[src/rtl/uart_pkg.sv]
// uart_pkg: shared definitions for the UART transmit path.
//   - parity select encodings (line parity_type input)
//   - baud select codes and baud_div() clocks-per-bit helper
//   - transmitter FSM state type
package uart_pkg;

   localparam logic [1:0] PAR_NONE  = 2'b00;
   localparam logic [1:0] PAR_ODD   = 2'b01;
   localparam logic [1:0] PAR_EVEN  = 2'b10;

   localparam logic [1:0] BAUD_2400  = 2'b00;
   localparam logic [1:0] BAUD_4800  = 2'b01;
   localparam logic [1:0] BAUD_9600  = 2'b10;
   localparam logic [1:0] BAUD_19200 = 2'b11;

   typedef enum logic [2:0] {IDLE, START, DATA, PARITY, STOP} tx_state_t;

   // Clocks per bit for a baud select code, truncated.
   function automatic int unsigned baud_div(input int unsigned clk_freq, input logic [1:0] sel);
      int unsigned baud;
      case (sel)
         BAUD_2400: baud = 2400;
         BAUD_4800: baud = 4800;
         BAUD_9600: baud = 9600;
         default:   baud = 19200;
      endcase
      return clk_freq / baud;
   endfunction

endpackage

[src/rtl/uart_tx_fifo_if.sv]
// uart_tx_fifo_if: host-side write/status bundle of uart_tx_fifo.
//   wr_en, wr_data, clr_ovf          host -> transmitter (master drives)
//   fifo_full, fifo_empty,
//   fifo_level, overflow_flag        transmitter -> host (slave drives)
interface uart_tx_fifo_if #(
   parameter int DATA_BITS  = 8,
   parameter int FIFO_DEPTH = 16
);
   localparam int LVL_W = $clog2(FIFO_DEPTH) + 1;

   logic                 wr_en;
   logic [DATA_BITS-1:0] wr_data;
   logic                 clr_ovf;
   logic                 fifo_full;
   logic                 fifo_empty;
   logic [LVL_W-1:0]     fifo_level;
   logic                 overflow_flag;

   modport master (
      output wr_en, wr_data, clr_ovf,
      input  fifo_full, fifo_empty, fifo_level, overflow_flag
   );

   modport slave (
      input  wr_en, wr_data, clr_ovf,
      output fifo_full, fifo_empty, fifo_level, overflow_flag
   );

endinterface

[src/rtl/uart_sync_fifo.sv]
// uart_sync_fifo: single-clock FIFO with exact occupancy count.
//   clock, reset_n   clock / synchronous active-low reset
//   wr_en, wr_data   push request and payload (dropped while full)
//   rd_en, rd_data   pop request; rd_data always shows the head entry
//   full, empty      occupancy status
//   level            entry count, 0..DEPTH
//   ovf_pulse        high in any cycle a push is attempted while full
module uart_sync_fifo #(
   parameter int WIDTH = 8,
   parameter int DEPTH = 16
) (
   input  logic                       clock,
   input  logic                       reset_n,
   input  logic                       wr_en,
   input  logic [WIDTH-1:0]           wr_data,
   input  logic                       rd_en,
   output logic [WIDTH-1:0]           rd_data,
   output logic                       full,
   output logic                       empty,
   output logic [$clog2(DEPTH):0]     level,
   output logic                       ovf_pulse
);

   localparam int AW = $clog2(DEPTH);
   localparam int LW = AW + 1;

   logic [WIDTH-1:0] mem_q [DEPTH];
   logic [AW-1:0]    wr_ptr_q, wr_ptr_d;
   logic [AW-1:0]    rd_ptr_q, rd_ptr_d;
   logic [LW-1:0]    level_q, level_d;
   logic             do_wr, do_rd;

   // Fullness is judged on the registered count, so a push that coincides
   // with a pop while full is still dropped.
   assign full      = (level_q == LW'(DEPTH));
   assign empty     = (level_q == '0);
   assign level     = level_q;
   assign rd_data   = mem_q[rd_ptr_q];
   assign do_wr     = wr_en & ~full;
   assign do_rd     = rd_en & ~empty;
   assign ovf_pulse = wr_en & full;

   always_comb begin
      wr_ptr_d = wr_ptr_q;
      rd_ptr_d = rd_ptr_q;
      level_d  = level_q;
      if (do_wr) wr_ptr_d = wr_ptr_q + AW'(1);
      if (do_rd) rd_ptr_d = rd_ptr_q + AW'(1);
      case ({do_wr, do_rd})
         2'b10:   level_d = level_q + LW'(1);
         2'b01:   level_d = level_q - LW'(1);
         default: level_d = level_q;
      endcase
   end

   always_ff @(posedge clock) begin
      if (!reset_n) begin
         wr_ptr_q <= '0;
         rd_ptr_q <= '0;
         level_q  <= '0;
      end else begin
         wr_ptr_q <= wr_ptr_d;
         rd_ptr_q <= rd_ptr_d;
         level_q  <= level_d;
      end
   end

   // Storage is not reset: a zero count makes stale entries unreachable.
   always_ff @(posedge clock) begin
      if (do_wr) mem_q[wr_ptr_q] <= wr_data;
   end

endmodule

[src/rtl/uart_tx_fifo.sv]
// uart_tx_fifo: buffered UART transmitter, LSB first, optional parity,
// one or two stop bits, frames sent back-to-back from a TX FIFO.
//   clock, reset_n     clock / synchronous active-low reset
//   host (slave)       wr_en/wr_data/clr_ovf in; fifo_full/fifo_empty/
//                      fifo_level/overflow_flag out
//   parity_type        00 none, 01 odd, 10 even, 11 none (latched per frame)
//   baud_rate          00 2400, 01 4800, 10 9600, 11 19200 (latched per frame)
//   stop_bits          0 one stop bit, 1 two (latched per frame)
//   data_tx            serial line, idles high
//   tx_active_flag     high while a frame is on the line
//   tx_done_flag       one-clock pulse on the last clock of each frame
//   send_break         only with UART_TX_BREAK_EN defined: holds the line low
//                      while idle and suppresses FIFO pops
module uart_tx_fifo
   import uart_pkg::*;
#(
   parameter int unsigned CLK_FREQ   = 50_000_000,
   parameter int          DATA_BITS  = 8,
   parameter int          FIFO_DEPTH = 16,
   parameter int          DIV_W      = 16
) (
   input  logic                 clock,
   input  logic                 reset_n,
   uart_tx_fifo_if.slave        host,
   input  logic [1:0]           parity_type,
   input  logic [1:0]           baud_rate,
   input  logic                 stop_bits,
   output logic                 data_tx,
   output logic                 tx_active_flag,
   output logic                 tx_done_flag
`ifdef UART_TX_BREAK_EN
   ,
   input  logic                 send_break
`endif
);

   localparam int BIT_W = 4;

   localparam logic [DIV_W-1:0] LAST_2400  = DIV_W'(baud_div(CLK_FREQ, BAUD_2400) - 1);
   localparam logic [DIV_W-1:0] LAST_4800  = DIV_W'(baud_div(CLK_FREQ, BAUD_4800) - 1);
   localparam logic [DIV_W-1:0] LAST_9600  = DIV_W'(baud_div(CLK_FREQ, BAUD_9600) - 1);
   localparam logic [DIV_W-1:0] LAST_19200 = DIV_W'(baud_div(CLK_FREQ, BAUD_19200) - 1);

   tx_state_t            state_q, state_d;
   logic [DIV_W-1:0]     div_q, div_d;
   logic [BIT_W-1:0]     bit_q, bit_d;
   logic [DATA_BITS-1:0] shift_q, shift_d;
   logic                 par_q, par_d;
   logic [1:0]           ptype_q, ptype_d;
   logic [1:0]           baud_q, baud_d;
   logic                 stop2_q, stop2_d;
   logic                 tx_q, tx_d;
   logic                 active_q, active_d;
   logic                 done_q, done_d;
   logic                 ovf_q, ovf_d;

   logic                 pop;
   logic                 brk;
   logic                 bit_end;
   logic                 ovf_pulse;
   logic [DIV_W-1:0]     div_last;
   logic [DATA_BITS-1:0] head;

`ifdef UART_TX_BREAK_EN
   assign brk = send_break;
`else
   assign brk = 1'b0;
`endif

   uart_sync_fifo #(
      .WIDTH (DATA_BITS),
      .DEPTH (FIFO_DEPTH)
   ) u_fifo (
      .clock     (clock),
      .reset_n   (reset_n),
      .wr_en     (host.wr_en),
      .wr_data   (host.wr_data),
      .rd_en     (pop),
      .rd_data   (head),
      .full      (host.fifo_full),
      .empty     (host.fifo_empty),
      .level     (host.fifo_level),
      .ovf_pulse (ovf_pulse)
   );

   always_comb begin
      case (baud_q)
         BAUD_2400: div_last = LAST_2400;
         BAUD_4800: div_last = LAST_4800;
         BAUD_9600: div_last = LAST_9600;
         default:   div_last = LAST_19200;
      endcase
   end

   assign bit_end = (div_q == div_last);

   // Line outputs are registered from the current state, so the line trails
   // the FSM by one clock: a pop at edge N+1 shows as a start bit at N+2.
   always_comb begin
      state_d  = state_q;
      div_d    = div_q;
      bit_d    = bit_q;
      shift_d  = shift_q;
      par_d    = par_q;
      ptype_d  = ptype_q;
      baud_d   = baud_q;
      stop2_d  = stop2_q;
      tx_d     = 1'b1;
      done_d   = 1'b0;
      active_d = (state_q != IDLE);
      pop      = 1'b0;

      if (state_q != IDLE) div_d = bit_end ? '0 : div_q + DIV_W'(1);

      case (state_q)
         IDLE: begin
            div_d = '0;
            bit_d = '0;
            if (brk) begin
               tx_d = 1'b0;
            end else if (!host.fifo_empty) begin
               pop     = 1'b1;
               shift_d = head;
               par_d   = (parity_type == PAR_ODD) ? ~^head : ^head;
               ptype_d = parity_type;
               baud_d  = baud_rate;
               stop2_d = stop_bits;
               state_d = START;
            end
         end
         START: begin
            tx_d = 1'b0;
            if (bit_end) state_d = DATA;
         end
         DATA: begin
            tx_d = shift_q[0];
            if (bit_end) begin
               shift_d = shift_q >> 1;
               if (bit_q == BIT_W'(DATA_BITS - 1)) begin
                  bit_d   = '0;
                  state_d = (ptype_q == PAR_ODD || ptype_q == PAR_EVEN) ? PARITY : STOP;
               end else begin
                  bit_d = bit_q + BIT_W'(1);
               end
            end
         end
         PARITY: begin
            tx_d = par_q;
            if (bit_end) state_d = STOP;
         end
         STOP: begin
            tx_d = 1'b1;
            if (bit_end) begin
               if (bit_q == BIT_W'(stop2_q)) begin
                  done_d  = 1'b1;
                  bit_d   = '0;
                  state_d = IDLE;
               end else begin
                  bit_d = bit_q + BIT_W'(1);
               end
            end
         end
         default: state_d = IDLE;
      endcase
   end

   // A new overflow in the same cycle as clr_ovf keeps the flag set.
   assign ovf_d = (ovf_q & ~host.clr_ovf) | ovf_pulse;

   always_ff @(posedge clock) begin
      if (!reset_n) begin
         state_q  <= IDLE;
         div_q    <= '0;
         bit_q    <= '0;
         shift_q  <= '0;
         par_q    <= 1'b0;
         ptype_q  <= '0;
         baud_q   <= '0;
         stop2_q  <= 1'b0;
         tx_q     <= 1'b1;
         active_q <= 1'b0;
         done_q   <= 1'b0;
         ovf_q    <= 1'b0;
      end else begin
         state_q  <= state_d;
         div_q    <= div_d;
         bit_q    <= bit_d;
         shift_q  <= shift_d;
         par_q    <= par_d;
         ptype_q  <= ptype_d;
         baud_q   <= baud_d;
         stop2_q  <= stop2_d;
         tx_q     <= tx_d;
         active_q <= active_d;
         done_q   <= done_d;
         ovf_q    <= ovf_d;
      end
   end

   assign data_tx            = tx_q;
   assign tx_active_flag     = active_q;
   assign tx_done_flag       = done_q;
   assign host.overflow_flag = ovf_q;

endmodule

[src/flat_wrapper.sv]
// flat-port wrapper written by rule: the top's interface ports become plain ports
module uart_tx_fifo_flat import uart_pkg::*;
#(
   parameter int unsigned CLK_FREQ   = 50_000_000,
   parameter int          DATA_BITS  = 8,
   parameter int          FIFO_DEPTH = 16,
   parameter int          DIV_W      = 16
)
  (clock, reset_n, parity_type, baud_rate, stop_bits, data_tx, tx_active_flag, tx_done_flag, host_wr_en, host_wr_data, host_clr_ovf, host_fifo_full, host_fifo_empty, host_fifo_level, host_overflow_flag);
  uart_tx_fifo_if #(.DATA_BITS(DATA_BITS), .FIFO_DEPTH(FIFO_DEPTH)) host_i ();
  input  logic clock;
  input  logic reset_n;
  input  logic [1:0] parity_type;
  input  logic [1:0] baud_rate;
  input  logic stop_bits;
  output logic data_tx;
  output logic tx_active_flag;
  output logic tx_done_flag;
  input wire logic [$bits(host_i.wr_en)-1:0] host_wr_en;
  input wire logic [$bits(host_i.wr_data)-1:0] host_wr_data;
  input wire logic [$bits(host_i.clr_ovf)-1:0] host_clr_ovf;
  output wire logic [$bits(host_i.fifo_full)-1:0] host_fifo_full;
  output wire logic [$bits(host_i.fifo_empty)-1:0] host_fifo_empty;
  output wire logic [$bits(host_i.fifo_level)-1:0] host_fifo_level;
  output wire logic [$bits(host_i.overflow_flag)-1:0] host_overflow_flag;
  assign host_i.wr_en = host_wr_en;
  assign host_i.wr_data = host_wr_data;
  assign host_i.clr_ovf = host_clr_ovf;
  assign host_fifo_full = host_i.fifo_full;
  assign host_fifo_empty = host_i.fifo_empty;
  assign host_fifo_level = host_i.fifo_level;
  assign host_overflow_flag = host_i.overflow_flag;
  uart_tx_fifo #(.CLK_FREQ(CLK_FREQ), .DATA_BITS(DATA_BITS), .FIFO_DEPTH(FIFO_DEPTH), .DIV_W(DIV_W)) u_core (.clock(clock), .reset_n(reset_n), .host(host_i), .parity_type(parity_type), .baud_rate(baud_rate), .stop_bits(stop_bits), .data_tx(data_tx), .tx_active_flag(tx_active_flag), .tx_done_flag(tx_done_flag));
endmodule
[config.mk]
export PLATFORM = sky130hd
export DESIGN_NAME = uart_tx_fifo_flat
export DESIGN_NICKNAME = d
export VERILOG_FILES = /design/src/rtl/uart_pkg.sv /design/src/rtl/uart_tx_fifo_if.sv /design/src/rtl/uart_sync_fifo.sv /design/src/rtl/uart_tx_fifo.sv /design/src/flat_wrapper.sv
export SDC_FILE = /design/constraint.sdc
export NUM_CORES = 1
export LEC_CHECK = 0
export ABC_AREA = 1
export CAP_MARGIN = 15
export CORE_MARGIN = 2
export CORE_UTILIZATION = 55
export DETAILED_ROUTE_END_ITERATION = 10
export HOLD_SLACK_MARGIN = 0.05
export PLACE_DENSITY = 0.82
export SYNTH_ARGS = -nofsm -noshare
export SYNTH_HDL_FRONTEND = slang
export SYNTH_SLANG_ARGS = --single-unit
[constraint.sdc]
create_clock -name clock -period 2.5 [get_ports clock]
set_input_delay 0.375 -clock clock [delete_from_list [all_inputs] [get_ports clock]]
set_output_delay 0.375 -clock clock [all_outputs]
set_load 0.01 [all_outputs]
Word-level counts from Yosys, hierarchy flattened:

Memory sizes are Yosys's and may differ from the RTL's. A register that Yosys moved wholly into a read port is not among the register bits.
Cells that the tools add are included.

* add/sub/neg operators: 6
* equal/unequal tests: 22
* multiplexer cells: 29
* bitwise operators: 9
* reduce and logical (&&, ||, !) cells: 16

Operator list (number)
* $pmux W15 S3: 1
* $mux W3: 8
* $mux W4: 6
* $add A16 B1 Y16 const B: 1
* $eq A16 B15 Y1: 1
* $mux W16: 1
* $mux W8: 2
* $pmux W8 S2: 1
* $pmux W3 S5: 1
* $add A4 B1 Y4 const B: 3
* $ne A2 B1 Y1 const B: 6
* $pmux W4 S3: 1
* $pmux W5 S2: 1
* $reduce_and A3 Y1: 3
* $eq A2 B1 Y1 const B: 4
* $reduce_xnor A8 Y1: 1
* $reduce_xor A8 Y1: 1
* $reduce_and A7 Y1: 1
* $eq A2 B2 Y1 const B: 3
* $eq A3 B2 Y1 const B: 2
* $mux W1: 6
* $reduce_bool A3 Y1: 2
* $add A5 B1 Y5 const B: 1
* $eq A5 B5 Y1 const B: 1
* 17 further kinds: 24

* flip-flop bits (word level): 54
* memory bits (writable): 128
* bits of input ports: 17
* output and inout port bits: 11
* word-level logic and storage cells: 98
* memories kept: 1

Memories
* u_core.u_fifo.mem_q: depth 16, width 8, rd ports 1, clocked after memory_dff 1, wr ports 1, RTL line uart_sync_fifo.sv:27 `logic [WIDTH-1:0] mem_q [DEPTH];`

Depth between registers and ports, before layout:

* word-level depth: 6
* mapped depth: 19
* gate-level depth less buffers: 18

By module:

Synthesis repeated with hierarchy kept, for this count alone.

* cells, all modules: 894
* area, all modules: 8730.9 µm²

By module, submodules not included
* uart_sync_fifo: times used 1, cells an instance 477, area each 6069.6 µm², sequential area each 4184.0 µm²
* uart_tx_fifo: times used 1, cells an instance 417, area each 2661.3 µm², sequential area each 820.8 µm²

Worst setup path before layout:

Ideal clock, no wire load.

* path type: register to register
* start: register u_core.u_fifo.level_q[0], in the netlist u_core.u_fifo.level[0]
* end: register u_core.u_fifo.level_q[3], in the netlist u_core.u_fifo.level[3]
* setup time: 0.116 ns
* arrival time: 2.283 ns
* required time: 2.384 ns
* path slack: 0.100 ns
* cell stages (with the launch flop): 17
* path buffers: 2
* period minus slack after synthesis: 2.400 ns
* cell sequence: dfxtp_1 nor4_1 nand2_1 nand2_1 inv_1 buf_2 ha_1 clkbuf_1 nand2_1 inv_1 nor2_1 nand3_1 nand3_1 xor2_1 nand2_1 o211ai_1 inv_1

* word-level cells in the longest chain between the ends: 6
* elaborated cells on any way between the ends: 14
* those cells by class: 2 x add/sub; 3 x eq/ne; 3 x mux; 4 x bitwise; 2 x reduce/logical

RTL lines
* start, declared: RTL line uart_sync_fifo.sv:30 `logic [LW-1:0] level_q, level_d;`
* start signal, assigned: RTL line uart_sync_fifo.sv:64 `level_q <= level_d;`
* $logic_not A5 Y1 *: RTL line uart_sync_fifo.sv:36 `assign empty = (level_q == '0);`
* $mux W1 *: RTL line uart_tx_fifo.sv:121 `end else if (!host.fifo_empty) begin`
* $mux W1 *: RTL line uart_tx_fifo.sv:115 `case (state_q)`
* named net u_core.pop: RTL line uart_tx_fifo.sv:57 `logic pop;`
* $and A1 B1 Y1 *: RTL line uart_sync_fifo.sv:40 `assign do_rd = rd_en & ~empty;`
* $eq A2 B1 Y1 or $eq A2 B2 Y1 (tied branches): RTL line uart_sync_fifo.sv:49 `case ({do_wr, do_rd})`
* $pmux W5 S2 or $reduce_bool A2 Y1 (tied branches)

The timed path passes the listed nets; every way through them passes the cells marked *.
A chain may end at the register's enable or synchronous reset.

Worst setup path in the final report:

* start: register u_core.baud_q[0]
* end: register u_core.state_q[0]

* word-level cells in the longest chain between the ends: 5
* elaborated cells on any way between the ends: 10
* those cells by class: 7 x eq/ne; 1 x mux; 2 x reduce/logical

RTL lines
* start, declared: RTL line uart_tx_fifo.sv:50 `logic [1:0] baud_q, baud_d;`
* start signal, assigned: RTL line uart_tx_fifo.sv:191 `baud_q <= baud_d;`
* $eq A2 B2 Y1, or another cell as far along: RTL line uart_tx_fifo.sv:87 `case (baud_q)`
* $pmux W15 S3 *: RTL line uart_tx_fifo.sv:87
* $eq A16 B15 Y1 *: RTL line uart_tx_fifo.sv:95 `assign bit_end = (div_q == div_last);`
* $ne A2 B1 Y1 (no source line)
* $reduce_and A7 Y1 (no source line) *
* end signal, assigned: RTL line uart_tx_fifo.sv:185 `state_q <= state_d;`
* end, declared: RTL line uart_tx_fifo.sv:44 `tx_state_t state_q, state_d;`

Every way passes the cells marked *; elsewhere a longest branch is shown, timed or not.

==> flow_summary_export.csv <==
group,metric,value,unit
sta,min_period,2320,ps
clock_network,clock_latency,430,ps
floorplan,fp.dieArea,0.0168,sq mm
clock_network,hold_buffers,0,
final_layout,layout.nets,1061,
critical_path,start_kind,"flop",
sta,setup-tns-final,0,ps
routing,wl_per_cell,15.3,um
clock_network,clock_sinks,186,
placement,gp_congestion,0.919,
floorplan,pin_count,28,
job,max_cap_viol_count,0,
placement,dp_hpwl,12400,um
floorplan,rows,45,
critical_path,worstPathRequired,2820,ps
grt,grt.overflow.total,0,
synth,yosysUniqueCellTypes,38,
sta,relSlewSlack,0.505,
sta,worst_pin_slew,740,ps
synth,avgSynthCellArea,8.79,sq um
grt,grt_usage,0.241,
synth,netlist_area,0.00866,sq mm
power,powerDensity,1010,mW/mm^2
synth,yosys_most_used_dff,"edfxtp_1",
placement,dpl_cell_area,0.00929,sq mm
clock_network,post_cts_buffers,0,
sta,period_share,0.930,
power,ir_drop,0.847,mV
critical_path,worstSetupEndpointType,"flop",
critical_path,crit_arrival,2650,ps
final_layout,antenna_cells,0,
routing,drt-vias-per-instance,5.34,
hold_path,hold_path.class,"flop to flop",
critical_path,critPathKind,"flop to flop",
final_layout,final_cell_mix,"293 x nand2_1, 128 x inv_1, 128 x edfxtp_1, 101 x nand3_1, 84 x nor2_1",
status,status,"finished, final reports clean",
sta,max_freq,0.430,GHz
clock_network,cts_buffer_depth,2,
sta,slew_viol_final,0,
routing,dr_total_vias,6699,
grt,grt_pass1_vias,6519,
critical_path,worst-path-max-fanout,8,
routing,drt_iter0_markers,672,
clock_network,cts_root_buf,"clkbuf_16",
synth,ys_seq_area_frac,0.578,
clock_network,path_clk_slew,70,ps
floorplan,fp.dieW,129,um
placement,portBuffers,27,
final_layout,areaGrowthSynthToFinish,14.6,%
routing,ant_nets,0,
synth,ys.warnings.count,0,
floorplan,coreArea,0.0153,sq mm
clock_network,tritoncts,"done",
routing,firstDrtPassIters,5,
final_layout,fin_area,0.00993,sq mm
synth,synth_fp_nets,1016,
routing,drc_errors,0,
final_layout,drive_gt1_frac,0.0891,
routing,postRouteWirelength,19200,um
clock_network,h-tree-depth,4,
power,p_leak,4.19,nW
sta,finClkSkew,8.04,ps
synth,synth_edf_count,128,
synth,async_flop_share,0,
floorplan,die_y,129,um
grt,grt_antenna_before_repair,0,
final_layout,final_common_cell,"nand2_1",
synth,synth-seq-cells,186,
grt,grt_max_degree,42,
sta,finalSetupViolCount,0,
sta,hold_viol,0,
grt,grt_pass1_wl,31200,um
floorplan,start_util,0.566,
clock_network,cts_buffers,17,
synth,synth_cells,986,
==> state kept, by name (all words and copies together), names as in the netlist, named ones only <==
signal / count
u_core.bit_q: 4
u_core.baud_q: 2
u_core.div_q: 16
u_core.host.overflow_flag: 1
u_core.u_fifo.mem_q: 128
u_core.u_fifo.level: 5
u_core.stop2_q: 1
u_core.data_tx: 1
u_core.u_fifo.rd_ptr_q: 4
u_core.shift_q: 8
u_core.tx_active_flag: 1
u_core.u_fifo.wr_ptr_q: 4
u_core.par_q: 1
u_core.tx_done_flag: 1
u_core.ptype_q: 2
u_core.state_q: 3
==> routing by layer <==
metal / track usage / vias to the layer above / wire (um)
li1: - / 3301 / -
met1: 0.318 / 3095 / 8220
met2: 0.396 / 268 / 9170
met3: 0.0446 / 35 / 1450
met4: 0.0999 / 0 / 393
met5: 0 / - / 0
==> Yosys cell counts, types with 2 or more instances <==
cell	instances	area share
o211ai_1	2	0.0017
o31ai_1	2	0.0017
ha_1	13	0.019
nor3b_1	5	0.0043
nor4_1	6	0.0043
or2_2	2	0.0014
a211oi_1	2	0.0017
nor2_1	84	0.036
a21oi_1	24	0.014
xor2_1	11	0.011
buf_4	4	0.0035
inv_2	5	0.0022
a31oi_1	8	0.0058
nor2_2	2	0.0014
o21ai_0	31	0.018
nor3_1	13	0.0075
nand3_1	103	0.060
nor2_4	3	0.0039
o21ai_1	3	0.0017
nand4_1	8	0.0058
nand2_2	5	0.0036
buf_6	4	0.0052
clkbuf_1	8	0.0035
nand2_1	294	0.13
buf_2	17	0.0098
o21a_1	2	0.0017
xnor2_1	3	0.0030
edfxtp_1	128	0.44
inv_1	128	0.055
dfxtp_1	58	0.13
==> what timing repair did <==
item / in CTS / in global routing
resized for setup: 1 / 12
cloned: 0 / 0
endpoints found under the setup margin: 21 / 30
pin swaps: 0 / 0
==> power by group <==
part | switching (mW) | internal (mW) | total (mW)
Clock | 1.17 | 1.58 | 2.75
Combinational | 2.30 | 1.24 | 3.54
Sequential | 0.205 | 3.55 | 3.76
Total | 3.67 | 6.37 | 10.0
==> path summary, 6_finish.rpt <==
path | start | end | slack, ps | cells past startpoint
setup / recovery | u_core.baud_q[0] | u_core.state_q[0] | 180 | 12
hold / removal | u_core.shift_q[6] | u_core.shift_q[5] | 480 | 2
setup reg to reg | u_core.baud_q[0] | u_core.state_q[0] | 180 | 12
hold reg to reg | u_core.shift_q[6] | u_core.shift_q[5] | 480 | 2
==> worst max-delay path: stages (launching register included) <==
cell and delay [ps]:
dfxtp_2 420, inv_1 160, ha_1 270, inv_1 80
nor2_1 70, nor4_2 240, nand4_1 140, nor2_1 180
nand3_2 150, nand2_1 140, nand3_2 140, o21ai_1 180
a21oi_1 50
==> stage by stage <==
step | cells | setup slack [ps] | utilization | hold slack (ps) | power [mW]
floorplan | 986 | 100 | - | 441 | 6.26
global placement | 1223 | 80.7 | 0.607 | 463 | 7.10
detailed placement | 1223 | -40.7 | 0.607 | 461 | 7.21
CTS | 1255 | 49.8 | 0.646 | 477 | 9.96
global route | 1255 | -27.8 | 0.648 | 499 | 10.6
finish | 1255 | 176 | 0.648 | 479 | 10.0
==> cell type report <==
cell class              count  area (sq um)
clock buffers              19           433
clock inverters            13           166
fillers                  1184          5390
inverters                 133           502
multi-input cells         633          3000
flip-flops and latches    186          5010
well taps                 211           264
repair buffers             60           556
==> cell families after synthesis <==
| family | share of synthesized area |
|---|---|
| flops | 0.578 |
| fa+ha+maj | 0.0188 |
| compound gates | 0.0501 |
| xor+xnor | 0.0142 |
| simple gates | 0.259 |
| buf+inv | 0.0800 |
No activity file was read; power rests on OpenSTA's default activity.
